## config.mk

```make
export PLATFORM = sky130hd
export DESIGN_NAME = matmul_seq_flat
export DESIGN_NICKNAME = d
export VERILOG_FILES = /design/src/rtl/matmul_pkg.sv /design/src/rtl/matmul_seq_if.sv /design/src/rtl/matmul_mac_lane.sv /design/src/rtl/matmul_seq.sv /design/src/flat_wrapper.sv
export SDC_FILE = /design/constraint.sdc
export NUM_CORES = 1
export LEC_CHECK = 0
export CORE_MARGIN = 1
export CORE_UTILIZATION = 55
export CTS_BUF_LIST = sky130_fd_sc_hd__clkbuf_16
export DETAILED_ROUTE_END_ITERATION = 6
export PLACE_DENSITY = 0.75
export SYNTH_ARGS = -nofsm -noshare
export SYNTH_HDL_FRONTEND = slang
export SYNTH_SLANG_ARGS = --single-unit
```

## constraint.sdc

```tcl
create_clock -name clk -period 8.15 [get_ports clk]
set_input_delay 1.63 -clock clk [delete_from_list [all_inputs] [get_ports clk]]
set_output_delay 1.63 -clock clk [all_outputs]
set_load 0.01 [all_outputs]
```

## src/rtl/matmul_pkg.sv

```systemverilog
// Shared types and default geometry for the sequenced 3-lane matrix multiplier.
// Index widths are derived with idx_w so that a dimension of one still gets a 1-bit counter.
package matmul_pkg;

    typedef enum logic [2:0] {
        ST_IDLE = 3'd0,
        ST_LOAD = 3'd1,
        ST_MAC  = 3'd2,
        ST_OUT  = 3'd3,
        ST_DONE = 3'd4
    } state_t;

    localparam int P_DEF  = 3;
    localparam int Q_DEF  = 3;
    localparam int S_DEF  = 3;
    localparam int L_DEF  = 3;
    localparam int DW_DEF = 8;
    localparam int RW_DEF = 18;

    localparam int NG  = S_DEF / L_DEF;
    localparam int A_N = P_DEF * Q_DEF;
    localparam int B_N = Q_DEF * S_DEF;

    function automatic int idx_w(input int n);
        return (n > 1) ? $clog2(n) : 1;
    endfunction

    localparam int ROW_W = idx_w(P_DEF);
    localparam int COL_W = idx_w(S_DEF);

endpackage

```

## src/rtl/matmul_seq_if.sv

```systemverilog
// Control, load-stream and result-stream signals of matmul_seq.
// The master side is the host/DMA plus result consumer; the slave side is the sequencer.
interface matmul_seq_if #(
    parameter int DW  = matmul_pkg::DW_DEF,
    parameter int RW  = matmul_pkg::RW_DEF,
    parameter int RIW = matmul_pkg::ROW_W,
    parameter int CIW = matmul_pkg::COL_W
);
    logic           start;
    logic           busy;
    logic           done;
    logic           a_valid;
    logic           a_ready;
    logic [DW-1:0]  a_data;
    logic           b_valid;
    logic           b_ready;
    logic [DW-1:0]  b_data;
    logic           c_valid;
    logic           c_ready;
    logic [RW-1:0]  c_data;
    logic [RIW-1:0] c_row;
    logic [CIW-1:0] c_col;

    modport master (
        output start, a_valid, a_data, b_valid, b_data, c_ready,
        input  busy, done, a_ready, b_ready, c_valid, c_data, c_row, c_col
    );

    modport slave (
        input  start, a_valid, a_data, b_valid, b_data, c_ready,
        output busy, done, a_ready, b_ready, c_valid, c_data, c_row, c_col
    );
endinterface

```

## src/rtl/matmul_mac_lane.sv

```systemverilog
// One multiply-accumulate lane: unsigned DW x DW product, zero-extended and summed mod 2^RW.
// clr with en loads the product directly so a new block needs no separate clear cycle.
module matmul_mac_lane #(
    parameter int DW = 8,
    parameter int RW = 18
) (
    input  logic          clk,
    input  logic          rst,
    input  logic          clr,
    input  logic          en,
    input  logic [DW-1:0] a,
    input  logic [DW-1:0] b,
    output logic [RW-1:0] acc
);
    logic [2*DW-1:0] prod_s;
    logic [RW-1:0]   prod_ext_s;

    assign prod_s     = a * b;
    assign prod_ext_s = RW'(prod_s);

    // Accumulator register
    always_ff @(posedge clk or posedge rst) begin
        if (rst) begin
            acc <= '0;
        end else if (en) begin
            acc <= clr ? prod_ext_s : acc + prod_ext_s;
        end
    end
endmodule

```

## src/rtl/matmul_seq.sv

```systemverilog
// Start/busy/done sequencer: loads A and B, runs L MAC lanes per column group, streams C row-major.
// Every block is Q accumulate cycles followed by L result beats.
module matmul_seq #(
    parameter int P  = matmul_pkg::P_DEF,
    parameter int Q  = matmul_pkg::Q_DEF,
    parameter int S  = matmul_pkg::S_DEF,
    parameter int L  = matmul_pkg::L_DEF,
    parameter int DW = matmul_pkg::DW_DEF,
    parameter int RW = matmul_pkg::RW_DEF
) (
    input logic         clk,
    input logic         rst,
    matmul_seq_if.slave bus
);
    import matmul_pkg::*;

    localparam int N_GRP = S / L;
    localparam int A_TOT = P * Q;
    localparam int B_TOT = Q * S;
    localparam int AW    = idx_w(A_TOT);
    localparam int BW    = idx_w(B_TOT);
    localparam int ACW   = $clog2(A_TOT + 1);
    localparam int BCW   = $clog2(B_TOT + 1);
    localparam int KW    = idx_w(Q);
    localparam int GW    = idx_w(N_GRP);
    localparam int LW    = idx_w(L);
    localparam int RIW   = idx_w(P);
    localparam int CIW   = idx_w(S);

    if (S % L != 0) begin : g_bad_lanes
        $error("matmul_seq: S must be a multiple of L");
    end

    state_t          state_r, state_nx;
    logic [ACW-1:0]  a_cnt_r, a_cnt_nx;
    logic [BCW-1:0]  b_cnt_r, b_cnt_nx;
    logic [KW-1:0]   k_r;
    logic [GW-1:0]   g_r;
    logic [LW-1:0]   l_r;
    logic [RIW-1:0]  i_r;
    logic [DW-1:0]   a_mem_r [A_TOT];
    logic [DW-1:0]   b_mem_r [B_TOT];
    logic            busy_r, done_r, a_ready_r, b_ready_r, c_valid_r;
    logic [RW-1:0]   acc_s   [L];
    logic [AW-1:0]   a_idx_s;
    logic [BW-1:0]   b_idx_s [L];
    logic [DW-1:0]   a_op_s;
    logic [DW-1:0]   b_op_s  [L];
    logic            a_hs_s, b_hs_s, c_hs_s, k_last_s, l_last_s, g_last_s, i_last_s;
    logic            mac_en_s, mac_clr_s;

    assign a_hs_s    = bus.a_valid & a_ready_r;
    assign b_hs_s    = bus.b_valid & b_ready_r;
    assign c_hs_s    = c_valid_r & bus.c_ready;
    assign k_last_s  = (k_r == KW'(Q - 1));
    assign l_last_s  = (l_r == LW'(L - 1));
    assign g_last_s  = (g_r == GW'(N_GRP - 1));
    assign i_last_s  = (i_r == RIW'(P - 1));
    assign mac_en_s  = (state_r == ST_MAC);
    assign mac_clr_s = (state_r == ST_MAC) && (k_r == KW'(0));

    // Load counts after this cycle's handshakes; IDLE clears them for the next run
    always_comb begin
        a_cnt_nx = a_cnt_r;
        b_cnt_nx = b_cnt_r;
        if (state_r == ST_IDLE) begin
            a_cnt_nx = '0;
            b_cnt_nx = '0;
        end else begin
            a_cnt_nx = a_hs_s ? a_cnt_r + ACW'(1) : a_cnt_r;
            b_cnt_nx = b_hs_s ? b_cnt_r + BCW'(1) : b_cnt_r;
        end
    end

    // Next-state decode
    always_comb begin
        state_nx = state_r;
        case (state_r)
            ST_IDLE: state_nx = bus.start ? ST_LOAD : ST_IDLE;
            ST_LOAD: begin
                if ((a_cnt_nx == ACW'(A_TOT)) && (b_cnt_nx == BCW'(B_TOT))) begin
                    state_nx = ST_MAC;
                end else begin
                    state_nx = ST_LOAD;
                end
            end
            ST_MAC:  state_nx = k_last_s ? ST_OUT : ST_MAC;
            ST_OUT: begin
                if (c_hs_s && l_last_s) begin
                    state_nx = (g_last_s && i_last_s) ? ST_DONE : ST_MAC;
                end else begin
                    state_nx = ST_OUT;
                end
            end
            ST_DONE: state_nx = ST_IDLE;
            default: state_nx = ST_IDLE;
        endcase
    end

    // State register
    always_ff @(posedge clk or posedge rst) begin
        if (rst) state_r <= ST_IDLE;
        else     state_r <= state_nx;
    end

    // Status and handshake flags, registered from the upcoming state
    always_ff @(posedge clk or posedge rst) begin
        if (rst) begin
            busy_r    <= 1'b0;
            done_r    <= 1'b0;
            a_ready_r <= 1'b0;
            b_ready_r <= 1'b0;
            c_valid_r <= 1'b0;
        end else begin
            busy_r    <= (state_nx == ST_LOAD) || (state_nx == ST_MAC) || (state_nx == ST_OUT);
            done_r    <= (state_nx == ST_DONE);
            a_ready_r <= (state_nx == ST_LOAD) && (a_cnt_nx < ACW'(A_TOT));
            b_ready_r <= (state_nx == ST_LOAD) && (b_cnt_nx < BCW'(B_TOT));
            c_valid_r <= (state_nx == ST_OUT);
        end
    end

    // Load, inner-product, lane, group and row counters
    always_ff @(posedge clk or posedge rst) begin
        if (rst) begin
            a_cnt_r <= '0;
            b_cnt_r <= '0;
            k_r     <= '0;
            g_r     <= '0;
            l_r     <= '0;
            i_r     <= '0;
        end else begin
            a_cnt_r <= a_cnt_nx;
            b_cnt_r <= b_cnt_nx;
            case (state_r)
                ST_IDLE: begin
                    k_r <= '0;
                    g_r <= '0;
                    l_r <= '0;
                    i_r <= '0;
                end
                ST_MAC:  k_r <= k_last_s ? KW'(0) : k_r + KW'(1);
                ST_OUT: begin
                    if (c_hs_s) begin
                        if (l_last_s) begin
                            l_r <= '0;
                            g_r <= g_last_s ? GW'(0) : g_r + GW'(1);
                            if (g_last_s) i_r <= i_last_s ? RIW'(0) : i_r + RIW'(1);
                        end else begin
                            l_r <= l_r + LW'(1);
                        end
                    end
                end
                default: ;
            endcase
        end
    end

    // Operand arrays; contents are don't-care after reset
    always_ff @(posedge clk) begin
        if (a_hs_s) a_mem_r[a_cnt_r[AW-1:0]] <= bus.a_data;
        if (b_hs_s) b_mem_r[b_cnt_r[BW-1:0]] <= bus.b_data;
    end

    // Operand fetch: one A element shared by all lanes, one B column per lane
    always_comb begin
        a_idx_s = AW'(int'(i_r) * Q + int'(k_r));
        a_op_s  = a_mem_r[a_idx_s];
        for (int l = 0; l < L; l++) begin
            b_idx_s[l] = BW'(int'(k_r) * S + int'(g_r) * L + l);
            b_op_s[l]  = b_mem_r[b_idx_s[l]];
        end
    end

    for (genvar l = 0; l < L; l++) begin : g_lane
        matmul_mac_lane #(.DW(DW), .RW(RW)) u_lane (
            .clk (clk),
            .rst (rst),
            .clr (mac_clr_s),
            .en  (mac_en_s),
            .a   (a_op_s),
            .b   (b_op_s[l]),
            .acc (acc_s[l])
        );
    end

    assign bus.busy    = busy_r;
    assign bus.done    = done_r;
    assign bus.a_ready = a_ready_r;
    assign bus.b_ready = b_ready_r;
    assign bus.c_valid = c_valid_r;
    assign bus.c_data  = acc_s[l_r];
    assign bus.c_row   = i_r;
    assign bus.c_col   = CIW'(int'(g_r) * L + int'(l_r));
endmodule
```

## src/flat_wrapper.sv

```systemverilog
// flat-port wrapper written by rule: the top's interface ports become plain ports
module matmul_seq_flat import matmul_pkg::*;
#(
    parameter int P  = matmul_pkg::P_DEF,
    parameter int Q  = matmul_pkg::Q_DEF,
    parameter int S  = matmul_pkg::S_DEF,
    parameter int L  = matmul_pkg::L_DEF,
    parameter int DW = matmul_pkg::DW_DEF,
    parameter int RW = matmul_pkg::RW_DEF
)
  (clk, rst, bus_start, bus_a_valid, bus_a_data, bus_b_valid, bus_b_data, bus_c_ready, bus_busy, bus_done, bus_a_ready, bus_b_ready, bus_c_valid, bus_c_data, bus_c_row, bus_c_col);
  matmul_seq_if #(.DW(DW), .RW(RW)) bus_i ();
  input logic clk;
  input logic rst;
  input wire logic [$bits(bus_i.start)-1:0] bus_start;
  input wire logic [$bits(bus_i.a_valid)-1:0] bus_a_valid;
  input wire logic [$bits(bus_i.a_data)-1:0] bus_a_data;
  input wire logic [$bits(bus_i.b_valid)-1:0] bus_b_valid;
  input wire logic [$bits(bus_i.b_data)-1:0] bus_b_data;
  input wire logic [$bits(bus_i.c_ready)-1:0] bus_c_ready;
  output wire logic [$bits(bus_i.busy)-1:0] bus_busy;
  output wire logic [$bits(bus_i.done)-1:0] bus_done;
  output wire logic [$bits(bus_i.a_ready)-1:0] bus_a_ready;
  output wire logic [$bits(bus_i.b_ready)-1:0] bus_b_ready;
  output wire logic [$bits(bus_i.c_valid)-1:0] bus_c_valid;
  output wire logic [$bits(bus_i.c_data)-1:0] bus_c_data;
  output wire logic [$bits(bus_i.c_row)-1:0] bus_c_row;
  output wire logic [$bits(bus_i.c_col)-1:0] bus_c_col;
  assign bus_i.start = bus_start;
  assign bus_i.a_valid = bus_a_valid;
  assign bus_i.a_data = bus_a_data;
  assign bus_i.b_valid = bus_b_valid;
  assign bus_i.b_data = bus_b_data;
  assign bus_i.c_ready = bus_c_ready;
  assign bus_busy = bus_i.busy;
  assign bus_done = bus_i.done;
  assign bus_a_ready = bus_i.a_ready;
  assign bus_b_ready = bus_i.b_ready;
  assign bus_c_valid = bus_i.c_valid;
  assign bus_c_data = bus_i.c_data;
  assign bus_c_row = bus_i.c_row;
  assign bus_c_col = bus_i.c_col;
  matmul_seq #(.P(P), .Q(Q), .S(S), .L(L), .DW(DW), .RW(RW)) u_core (.clk(clk), .rst(rst), .bus(bus_i));
endmodule
```

Yosys cells after proc, flatten, opt, wreduce, memory -nomap -nowiden
Memory sizes are Yosys's and may differ from the RTL's.
Cells that the tools add are included.
- register bits: 77
- word-level logic and storage cells: 109
- bits of input ports: 22
- output and inout port bits: 27
- RAM bits: 144
- memories: 2
- reductions and logical operators: 15
- $add $sub $neg: 14
- multipliers: 6
- equality and inequality tests: 15
- order comparisons: 3
- bitwise gates (word level): 5
- multiplexer cells: 34
- memories (memory ; words ; width ; read ports ; clocked after memory_dff ; write ports ; line ; RTL):
    u_core.a_mem_r ; 9 ; 8 ; 1 ; 0 ; 1 ; matmul_seq.sv:41 ; logic [DW-1:0] a_mem_r [A_TOT];
    u_core.b_mem_r ; 9 ; 8 ; 3 ; 0 ; 1 ; matmul_seq.sv:42 ; logic [DW-1:0] b_mem_r [B_TOT];
- operators with widths (cell ; count):
    $mux W18 ; 5
    $add A18 B16 Y18 ; 3
    $mul A8 B8 Y16 ; 3
    $bmux W18 S2 ; 1
    $mux W2 ; 8
    $mux W4 ; 4
    $eq A3 B2 Y1 const B ; 4
    $pmux W2 S2 ; 3
    $pmux W3 S4 ; 1
    $mux W1 ; 9
    $add A4 B1 Y4 const B ; 2
    $eq A4 B4 Y1 const B ; 2
    $lt A4 B4 Y1 const B ; 2
    $mul A2 B2 Y4 const B ; 2
    $add A2 B1 Y2 const B ; 3
    $eq A2 B2 Y1 const B ; 3
    $eq A3 B1 Y1 const B ; 2
    $logic_and A1 B1 Y1 ; 6
    $mux W3 ; 2
    $add A4 B2 Y4 const B ; 1
    $add A4 B3 Y4 ; 1
    $add A4 B3 Y4 const B ; 1
    $add A4 B4 Y4 ; 1
    $ne A2 B1 Y1 const B ; 2
    17 further kinds ; 21

Logic depth before layout (Yosys ltp)
Gate-level depths: netlist of run 1.
- depth after elaboration: 10
- gate-level depth with buffers: 35
- mapped depth without buffers: 33

By module
From an unflattened synthesis of run 1, not the netlist that was laid out.
- cells, all modules: 1805
- area, all modules: 19092.1 um2
- by module, submodules not included (module ; cells an instance ; instances ; sequential area each (um2) ; area an instance (um2)):
    matmul_seq ; 538 ; 1 ; 4874.7 ; 8106.5
    matmul_mac_lane (u_core.g_lane[2].u_lane) ; 436 ; 1 ; 450.4 ; 3781.1
    matmul_mac_lane (u_core.g_lane[0].u_lane) ; 423 ; 1 ; 450.4 ; 3634.7
    matmul_mac_lane (u_core.g_lane[1].u_lane) ; 408 ; 1 ; 450.4 ; 3569.7

Least setup slack after synthesis of run 1
Ideal clock, no wire load.
- kind: register to register
- start point: register u_core.k_r[0]
- end point: register u_core.g_lane[2].u_lane.acc[15]
- required time: 8029 ps
- path buffers: 5
- stages on the path, launching flop included: 34
- path slack: -217 ps
- period minus slack after synthesis: 8367 ps
- arrival time: 8246 ps
- library setup time: 121 ps
- cells stage by stage: dfrtp_1 -> buf_2 -> buf_2 -> buf_2 -> inv_1 -> ha_1 -> buf_2 -> buf_1 -> mux4_2 -> mux2i_1 -> nor2_1 -> a21oi_1 -> or2_2 -> fa_1 -> fa_1 -> inv_1 -> fa_1 -> inv_1 -> fa_1 -> inv_1 -> ha_1 -> or2_2 -> o221ai_1 -> o21ba_2 -> xnor2_1 -> ha_1 -> a21o_1 -> a2111oi_2 -> or3b_1 -> a41o_1 -> a21o_1 -> a211oi_2 -> or4_1 -> nand2_1
- longest elaborated chain between the ends: 7
- elaborated cells on any way between the ends: 11
- those cells by class: add/sub (4); mul (2); mux (1); reduce/logical (2); memory (2)
- ends and longest elaborated chain (item ; line ; RTL):
    start, declared ; matmul_seq.sv:37 ; logic [KW-1:0] k_r;
    start signal, assigned ; matmul_seq.sv:142 ; ST_MAC: k_r <= k_last_s ? KW'(0) : k_r + KW'(1);
    $mul A2 B2 Y4 ; matmul_seq.sv:170 ; b_idx_s[l] = BW'(int'(k_r) * S + int'(g_r) * L + l);
    $add A4 B4 Y4 ; matmul_seq.sv:170 ;
    $add A4 B3 Y4 ; matmul_seq.sv:170 ;
    $mem_v2 Z9 W8 ; n/a ;
    $mul A8 B8 Y16 ; matmul_mac_lane.sv:18 ; assign prod_s = a * b;
    $add A18 B16 Y18 ; matmul_mac_lane.sv:26 ; acc <= clr ? prod_ext_s : acc + prod_ext_s;
    $mux W18 (*) ; matmul_mac_lane.sv:26 ;
    end signal, assigned ; matmul_mac_lane.sv:26 ;
    end, declared ; matmul_mac_lane.sv:13 ; output logic [RW-1:0] acc
Every way passes the cells marked *; elsewhere a longest branch is shown, timed or not.
A chain may end at the register's enable or synchronous reset.

Final worst setup path of run 1
- start point: register u_core.i_r[0], in the netlist u_core.bus.c_row[0]
- end point: register u_core.g_lane[2].u_lane.acc[16]
- longest elaborated chain between the ends: 6
- ends and longest elaborated chain (item ; line ; RTL):
    start, declared ; matmul_seq.sv:40 ; logic [RIW-1:0] i_r;
    start signal, assigned ; matmul_seq.sv:148 ; if (g_last_s) i_r <= i_last_s ? RIW'(0) : i_r + RIW'(1);
    $mul A2 B2 Y4 ; matmul_seq.sv:167 ; a_idx_s = AW'(int'(i_r) * Q + int'(k_r));
    $add A4 B3 Y4 ; matmul_seq.sv:167 ;
    $mem_v2 Z9 W8 ; n/a ;
    $mul A8 B8 Y16 ; matmul_mac_lane.sv:18 ;
    $add A18 B16 Y18 ; matmul_mac_lane.sv:26 ;
    $mux W18 ; matmul_mac_lane.sv:26 ;
No other way between the ends.

==> results of run 1 <==
==> Yosys cell counts (6+ instances only) <==
| cell | instances |
|---|---|
| o21ai_0 | 113 |
| nand3_1 | 16 |
| o21a_1 | 10 |
| dfrtp_1 | 76 |
| a21o_1 | 19 |
| nor2_1 | 280 |
| inv_1 | 170 |
| mux2i_1 | 48 |
| o21bai_1 | 10 |
| edfxtp_1 | 144 |
| xnor2_1 | 49 |
| mux4_2 | 56 |
| nand2_1 | 118 |
| ha_1 | 177 |
| and3_1 | 15 |
| a211oi_1 | 22 |
| mux2_2 | 8 |
| clkbuf_1 | 54 |
| o21ai_1 | 21 |
| o31ai_1 | 7 |
| xor2_1 | 22 |
| buf_2 | 11 |
| or2_2 | 33 |
| fa_1 | 113 |
| or3_1 | 9 |
| nor3_1 | 35 |
| a21oi_1 | 75 |
| nand2b_1 | 16 |
| a22oi_1 | 6 |
| a31oi_1 | 9 |
==> per-layer routing <==
layer  up-vias  GRT usage  wire length (µm)
met5         -          0                 0
met4         0     0.0863              1490
li1       6452          -                 -
met2       445      0.437             20700
met3       113     0.0297              2340
met1      6574      0.350             18700
==> worst paths after layout <==
check | to | slack [ns]
worst max-delay path | u_core.g_lane[2].u_lane.acc[16]$_DFFE_PP0P_ | 0.36
worst min-delay path | u_core.g_lane[0].u_lane.acc[12]$_DFFE_PP0P_ | 0.51
worst max register to register | u_core.g_lane[2].u_lane.acc[16]$_DFFE_PP0P_ | 0.36
worst min register to register | u_core.g_lane[0].u_lane.acc[12]$_DFFE_PP0P_ | 0.51
max in group asynchronous | u_core.k_r[0]$_DFFE_PP0P_ | 5.68
min in group asynchronous | u_core.state_r[0]$_DFF_PP0_ | 1.74
==> repair_timing <==
action	CTS	global route
endpoints found under the hold margin	0	0
cloned	0	1
resized for setup	1	47
pin swaps	0	9
setup buffers	0	9
setup endpoints to repair	5	19
==> logic make-up after synthesis <==
logic type      Yosys count  synth area share
mux                     112            0.0993
buf+inv                 238            0.0492
compound gates          330             0.109
fa+ha+maj               290             0.243
xor+xnor                 71            0.0337
flops                   220             0.337
simple gates            545             0.128
==> flip-flops by register name, indices dropped and copies added, names as in the netlist <==
signal	cells
u_core.a_cnt_r	4
u_core.a_mem_r	72
u_core.b_cnt_r	4
u_core.b_mem_r	72
u_core.bus.a_ready	1
u_core.bus.b_ready	1
u_core.bus.busy	1
u_core.bus.c_row	2
u_core.bus.c_valid	1
u_core.bus.done	1
u_core.g_lane.u_lane.acc	54
u_core.k_r	2
u_core.l_r	2
u_core.state_r	3
==> per-stage QoR <==
step                      cells  cell area [µm²]  setup TNS, ns   util
after detailed placement   2279            19700         -0.106  0.600
after global placement     2279            19700              0  0.600
final                      2335            20700              0  0.632
after floorplan            1806            18500              0      -
after CTS                  2325            20500              0  0.624
after global routing       2335            20700         -0.194  0.632
==> cell type report <==
| class | count | share of cell area |
|---|---|---|
| multi-input combinational | 1348 | 0.557 |
| sequential | 220 | 0.301 |
| timing repair buffer | 109 | 0.0474 |
| inverter | 170 | 0.0309 |
| clock buffer | 25 | 0.0302 |
| tap | 442 | 0.0267 |
| clock inverter | 21 | 0.00755 |
==> critical path: cells and delay by family (launching register included) <==
family	cells	cell delay, ns
simple gates	5	1.20
buf+inv	8	0.58
compound gates	8	1.37
fa+ha+maj	9	4.06
flops	1	0.37
mux	1	0.07
==> out/qor.csv, run 1 <==
stage,metric,value,unit
sta,period_minus_slack,7.79,ns
yosys,ys_seq_area_frac,0.337,
sta,tightest_slew,1.08,ns
yosys,synth_cells,1806,
layout,final_cell_mix,"278 x nor2_1, 173 x inv_1, 173 x ha_1",
yosys,synth_top_area_cell,edfxtp_1,
yosys,syn_area_per_cell,10.2,µm²
run,max_cap_viol_count,0,
yosys,synth_area,18500,µm²
critical_path,startpoint_type,flop,
critical_path,path_common_cell,inv_1,
die,io_pins,49,
place,place_ws,-0.0905,ns
die,die_w,185,µm
outcome,status,finished clean,
sta,final_max_slew_viol_count,0,
drt,routedWlPerCell,18.5,µm
critical_path,cp.required,8.57,ns
global_route,grt_max_degree,88,
drt,via_per_inst,5.82,
yosys,synth_nets,2118,
die,coreArea,32800,µm²
drt,vias,13584,
critical_path,path_max_fanout,7,
drt,drcViolationCount,0,
yosys,synth-main-ff-cell,edfxtp_1,
layout,fillers,2582,
worst_hold_path,hold_depth,2,
die,start_util,0.563,
clocking,cts_htree_levels,1,
sta,clock_skew,0.0228,ns
global_route,grt_first_pass_wirelength,69.5,mm
critical_path,critPathKind,reg2reg,
critical_path,crit_slowest_cell,fa_2,
sta,slew_headroom,0.281,
clocking,cts_sinks,220,
global_route,antenna_found_initial,0,
global_route,grt_pass1_vias,13543,
layout,seq_area,6230,µm²
clocking,cts.path.max_buffers,3,
critical_path,worst_path_largest_cell_delay,0.69,ns
critical_path,arrival,8.21,ns
sta,final-setup-viol-count,0,
place,routabilityCongestion,0.849,
layout,layout_commonest_cell,nor2_1,
yosys,synth_edf_count,144,
layout,final_layout_size_suffix_gt1_frac,0.128,
global_route,grt_util_all_layers,0.259,
die,rows,66,
layout,area_delta_synth_final,12.2,%
layout,multi_input_area,11500,µm²
sta,max_freq,0.128,GHz
yosys,yosys_warnings,0,
yosys,async_flop_share,0.345,
clocking,numCtsBuffers,25,
critical_path,reg2reg_from,u_core.bus.c_row[0]$_DFFE_PP0P_,
critical_path,critPathLaunch,u_core.bus.c_row[0]$_DFFE_PP0P_,
sta,final_hold_viol_count,0,
sta,fin_crit_sh,0.956,
drt,drt-initial-drc-count,972,
worst_hold_path,min-delay-start,u_core.g_lane[0].u_lane.acc[12]$_DFFE_PP0P_,
drt,drtPass1Iterations,5,
clocking,clk_transition_reported_paths,0.06,ns
layout,antenna-diode-count,0,
worst_hold_path,hold_path_class,reg2reg,
yosys,ys_seq_elements,220,
critical_path,cp-end-kind,flop,
critical_path,ff2ff_path_depth,31,
yosys,yosysTopAreaCellShare,0.234,
yosys,post_synth_num_cell_types,66,
clocking,cts_hold_buffers,0,
sta,layout_setup_ws,0.357,ns
drt,ant_nets,0,
clocking,insertion_delay,0.56,ns
clocking,cts-root-buf,clkbuf_16,
layout,nNetsFinal,2186,
clocking,tritoncts,built,
place,dpl.hpwl,31.7,mm
die,die_height,185,µm
drt,wl,43.2,mm
yosys,synthTopCellsByArea,"edfxtp_1 23%, fa_1 12%, ha_1 12%, dfrtp_1 10%, mux4_2 6.8%",
die,die_area,34300,µm²
sta,whs,0.514,ns
place,portBuffers,48,
global_route,grt-ovfl-total,0,
Power of run 1 is not shown: default switching activity piles up to over one toggle a cycle in this logic, so the estimate is an artifact.
==> run 2: changes to the inputs <==
Clock period 8.15 ns to 6.4 ns, I/O delays scaled along.
==> run 2 against run 1 <==
  * The flow now finishes with violations (setup timing)
  * Utilization increased by 11 points
  * Sequential share of layout area decreased by 4.4 points
  * Highest routed layer unchanged
  * Final area increased by 17%
  * Clock skew increased by 0.0065 ns
  * Via count increased by 12%
  * Die area unchanged
  * Largest cell class unchanged
  * Critical endpoint is now u_core.g_lane[0].u_lane.acc[17]$_DFFE_PP0P_
  * Routed wire length increased by 17%
  * Flip-flop and latch count unchanged
  * Non-clock buffer count increased by 294
  * Count of clock-buffer cells in the layout unchanged
==> out/qor.csv, run 2 (same netlist as run 1, synthesis figures left out) <==
stage,metric,value,unit,change
outcome,status,"complete, but fails checks",,
outcome,violations,setup timing,,
worst_hold_path,hold_path_class,reg2reg,,
drt,drtPass1Iterations,5,,unchanged
drt,ant_nets,0,,unchanged
drt,via_per_inst,5.77,,-0.78%
critical_path,worst-path-buf-inv,9,,+1
global_route,grt_util_all_layers,0.293,,+0.0332
clocking,clk_transition_reported_paths,0.07,ns,about the same
drt,wl,50.4,mm,+17%
worst_hold_path,worstHoldEndpoint,u_core.g_lane[0].u_lane.acc[0]$_DFFE_PP0P_,,
critical_path,crit_slowest_cell,fa_2,,
worst_hold_path,hold_depth,2,,unchanged
global_route,antenna_found_initial,0,,unchanged
critical_path,critPathKind,reg2reg,,
layout,fin_cells,2627,,+13%
clocking,insertion_delay,0.58,ns,+0.02 ns
die,start_util,0.563,,unchanged
clocking,cts.path.max_buffers,3,,unchanged
critical_path,r2r_end,u_core.g_lane[0].u_lane.acc[17]$_DFFE_PP0P_,,
layout,multi_input_area,12600,µm²,+9.7%
sta,slew_headroom,0.357,,+0.0760
die,die_area,34300,µm²,unchanged
die,die_height,185,µm,unchanged
die,io_pins,49,,unchanged
drt,drt-initial-drc-count,1054,,+8.4%
sta,tightest_slew,0.964,ns,-0.114 ns
sta,layout_setup_ws,-1.13,ns,-1.49 ns
global_route,grt_pass1_vias,15393,,+14%
critical_path,path_max_fanout,9,,+2
critical_path,reg2reg_from,u_core.bus.c_row[1]$_DFFE_PP0P_,,
place,dp_cells,2515,,+10%
layout,fillers,2150,,-17%
sta,final_hold_viol_count,0,,unchanged
critical_path,worst_path_largest_cell_delay,0.60,ns,-0.09 ns
critical_path,ff2ff_path_depth,35,,+13%
sta,fin_crit_sh,1.18,,+0.221
global_route,busiest_layer,met2,,
clocking,tritoncts,built,,
clocking,cts-root-buf,clkbuf_16,,
drt,drcViolationCount,0,,unchanged
place,routabilityCongestion,0.930,,+9.5%
layout,seq_area,6230,µm²,unchanged
critical_path,cpLargestDelayFamily,adder cells,,
sta,final-setup-viol-count,33,,+33
critical_path,cp.required,6.82,ns,-1.75 ns
sta,max_freq,0.133,GHz,+3.4%
global_route,grtUsageMet1,0.375,,+0.0248
critical_path,arrival,7.95,ns,-0.26 ns
layout,final_layout_size_suffix_gt1_frac,0.321,,+0.192
global_route,met2_usage,0.506,,+0.0699
clocking,cts_htree_levels,1,,unchanged
sta,clock_skew,0.0293,ns,+0.00653 ns
run,max_cap_viol_count,0,,unchanged
sta,rsz0062_at_grt,yes,,
critical_path,path_common_cell,fa_1,,
global_route,grt_max_degree,88,,unchanged
place,dpl.hpwl,35.7,mm,+13%
layout,final_cell_mix,"325 x buf_4, 254 x nor2_1, 158 x inv_1",,
drt,vias,15164,,+12%
layout,antenna-diode-count,0,,unchanged
sta,final_max_slew_viol_count,0,,unchanged
sta,period_minus_slack,7.53,ns,-0.260 ns
critical_path,r2r_setup_slack,-1.13,ns,-1.49 ns
clocking,cts_sinks,220,,unchanged
drt,routedWlPerCell,19.2,µm,+3.8%
layout,nNetsFinal,2480,,+13%
global_route,grt-ovfl-total,0,,unchanged
global_route,grtUsageMet3,0.0395,,+0.00983
die,rows,66,,unchanged
place,portBuffers,48,,unchanged
die,coreArea,32800,µm²,unchanged
layout,layout_commonest_cell,buf_4,,
layout,area_delta_synth_final,31.3,%,
clocking,numCtsBuffers,25,,unchanged
global_route,grt_first_pass_wirelength,78.3,mm,+13%
critical_path,cp-end-kind,flop,,
worst_hold_path,min-delay-start,u_core.g_lane[0].u_lane.acc[0]$_DFFE_PP0P_,,
die,die_w,185,µm,unchanged
critical_path,startpoint_type,flop,,
[run 2: changes by cell type in the layout (fill, tap and decap cells not counted), moves of 19 or more]
| cell | before | now |
|---|---|---|
| nor2_1 | 278 | 254 |
| ha_4 | 1 | 23 |
| buf_4 | 52 | 325 |
| o21ai_0 | 102 | 67 |
| ha_1 | 173 | 148 |
| a21oi_1 | 67 | 48 |
[run 2: timing repair]
action / in CTS / in global routing
pin swaps: 63 / 67
hold buffers: 0 / 0
setup buffers: 32 / 36
gates resized for setup: 99 / 91
setup endpoints to repair: 34 / 38
gates cloned: 1 / 2
[run 2: cell type report]
| type | instances | area share |
|---|---|---|
| Clock buffer | 25 | 0.0258 |
| Clock inverter | 19 | 0.00718 |
| Inverter | 170 | 0.0264 |
| Multi-Input combinational cell | 1348 | 0.522 |
| Sequential cell | 220 | 0.257 |
| Tap cell | 442 | 0.0228 |
| Timing Repair Buffer | 403 | 0.139 |
[run 2: how the worst max path moves through the flow]
stage | start | endpoint | slack (ns) | depth (start not counted)
floorplan | u_core.bus.c_row[1]$_DFFE_PP0P_ | u_core.g_lane[2].u_lane.acc[15]$_DFFE_PP0P_ | -0.83 | 33
global placement | u_core.bus.c_row[1]$_DFFE_PP0P_ | u_core.g_lane[2].u_lane.acc[17]$_DFFE_PP0P_ | -0.85 | 31
detailed placement | u_core.bus.c_row[0]$_DFFE_PP0P_ | u_core.g_lane[1].u_lane.acc[17]$_DFFE_PP0P_ | -1.12 | 32
CTS | u_core.bus.c_row[1]$_DFFE_PP0P_ | u_core.g_lane[1].u_lane.acc[17]$_DFFE_PP0P_ | -1.06 | 30
global route | u_core.bus.c_row[1]$_DFFE_PP0P_ | u_core.g_lane[1].u_lane.acc[17]$_DFFE_PP0P_ | -1.43 | 33
finish | u_core.bus.c_row[1]$_DFFE_PP0P_ | u_core.g_lane[0].u_lane.acc[17]$_DFFE_PP0P_ | -1.13 | 35
[run 2: worst register-to-register path: cells and delay by family, from the launching register on]
family / cells / cell delay (ns)
compound gates: 10 / 1.64
xor+xnor: 1 / 0.15
fa+ha+maj: 9 / 3.63
buf+inv: 9 / 0.86
flops: 1 / 0.37
mux: 2 / 0.36
simple gates: 4 / 0.38
[run 2: through the flow]
stage	util	setup slack (ns)	hold WS (ns)	cell area, µm²	setup TNS [ns]
finish	0.739	-1.13	0.510	24200	-25.26
global route	0.739	-1.43	0.542	24200	-35.52
CTS	0.714	-1.06	0.516	23400	-22.20
detailed placement	0.669	-1.12	0.506	21900	-24.38
global placement	0.669	-0.847	0.495	21900	-18.22
floorplan	-	-0.828	0.475	19100	-10.31
[run 2: per-layer routing]
metal / routed length (µm) / part of all wire
met3: 2750 / 0.055
met5: 0 / 0
met4: 1930 / 0.038
met2: 25300 / 0.50
met1: 20500 / 0.41
Power of run 2 is left out for the same reason.
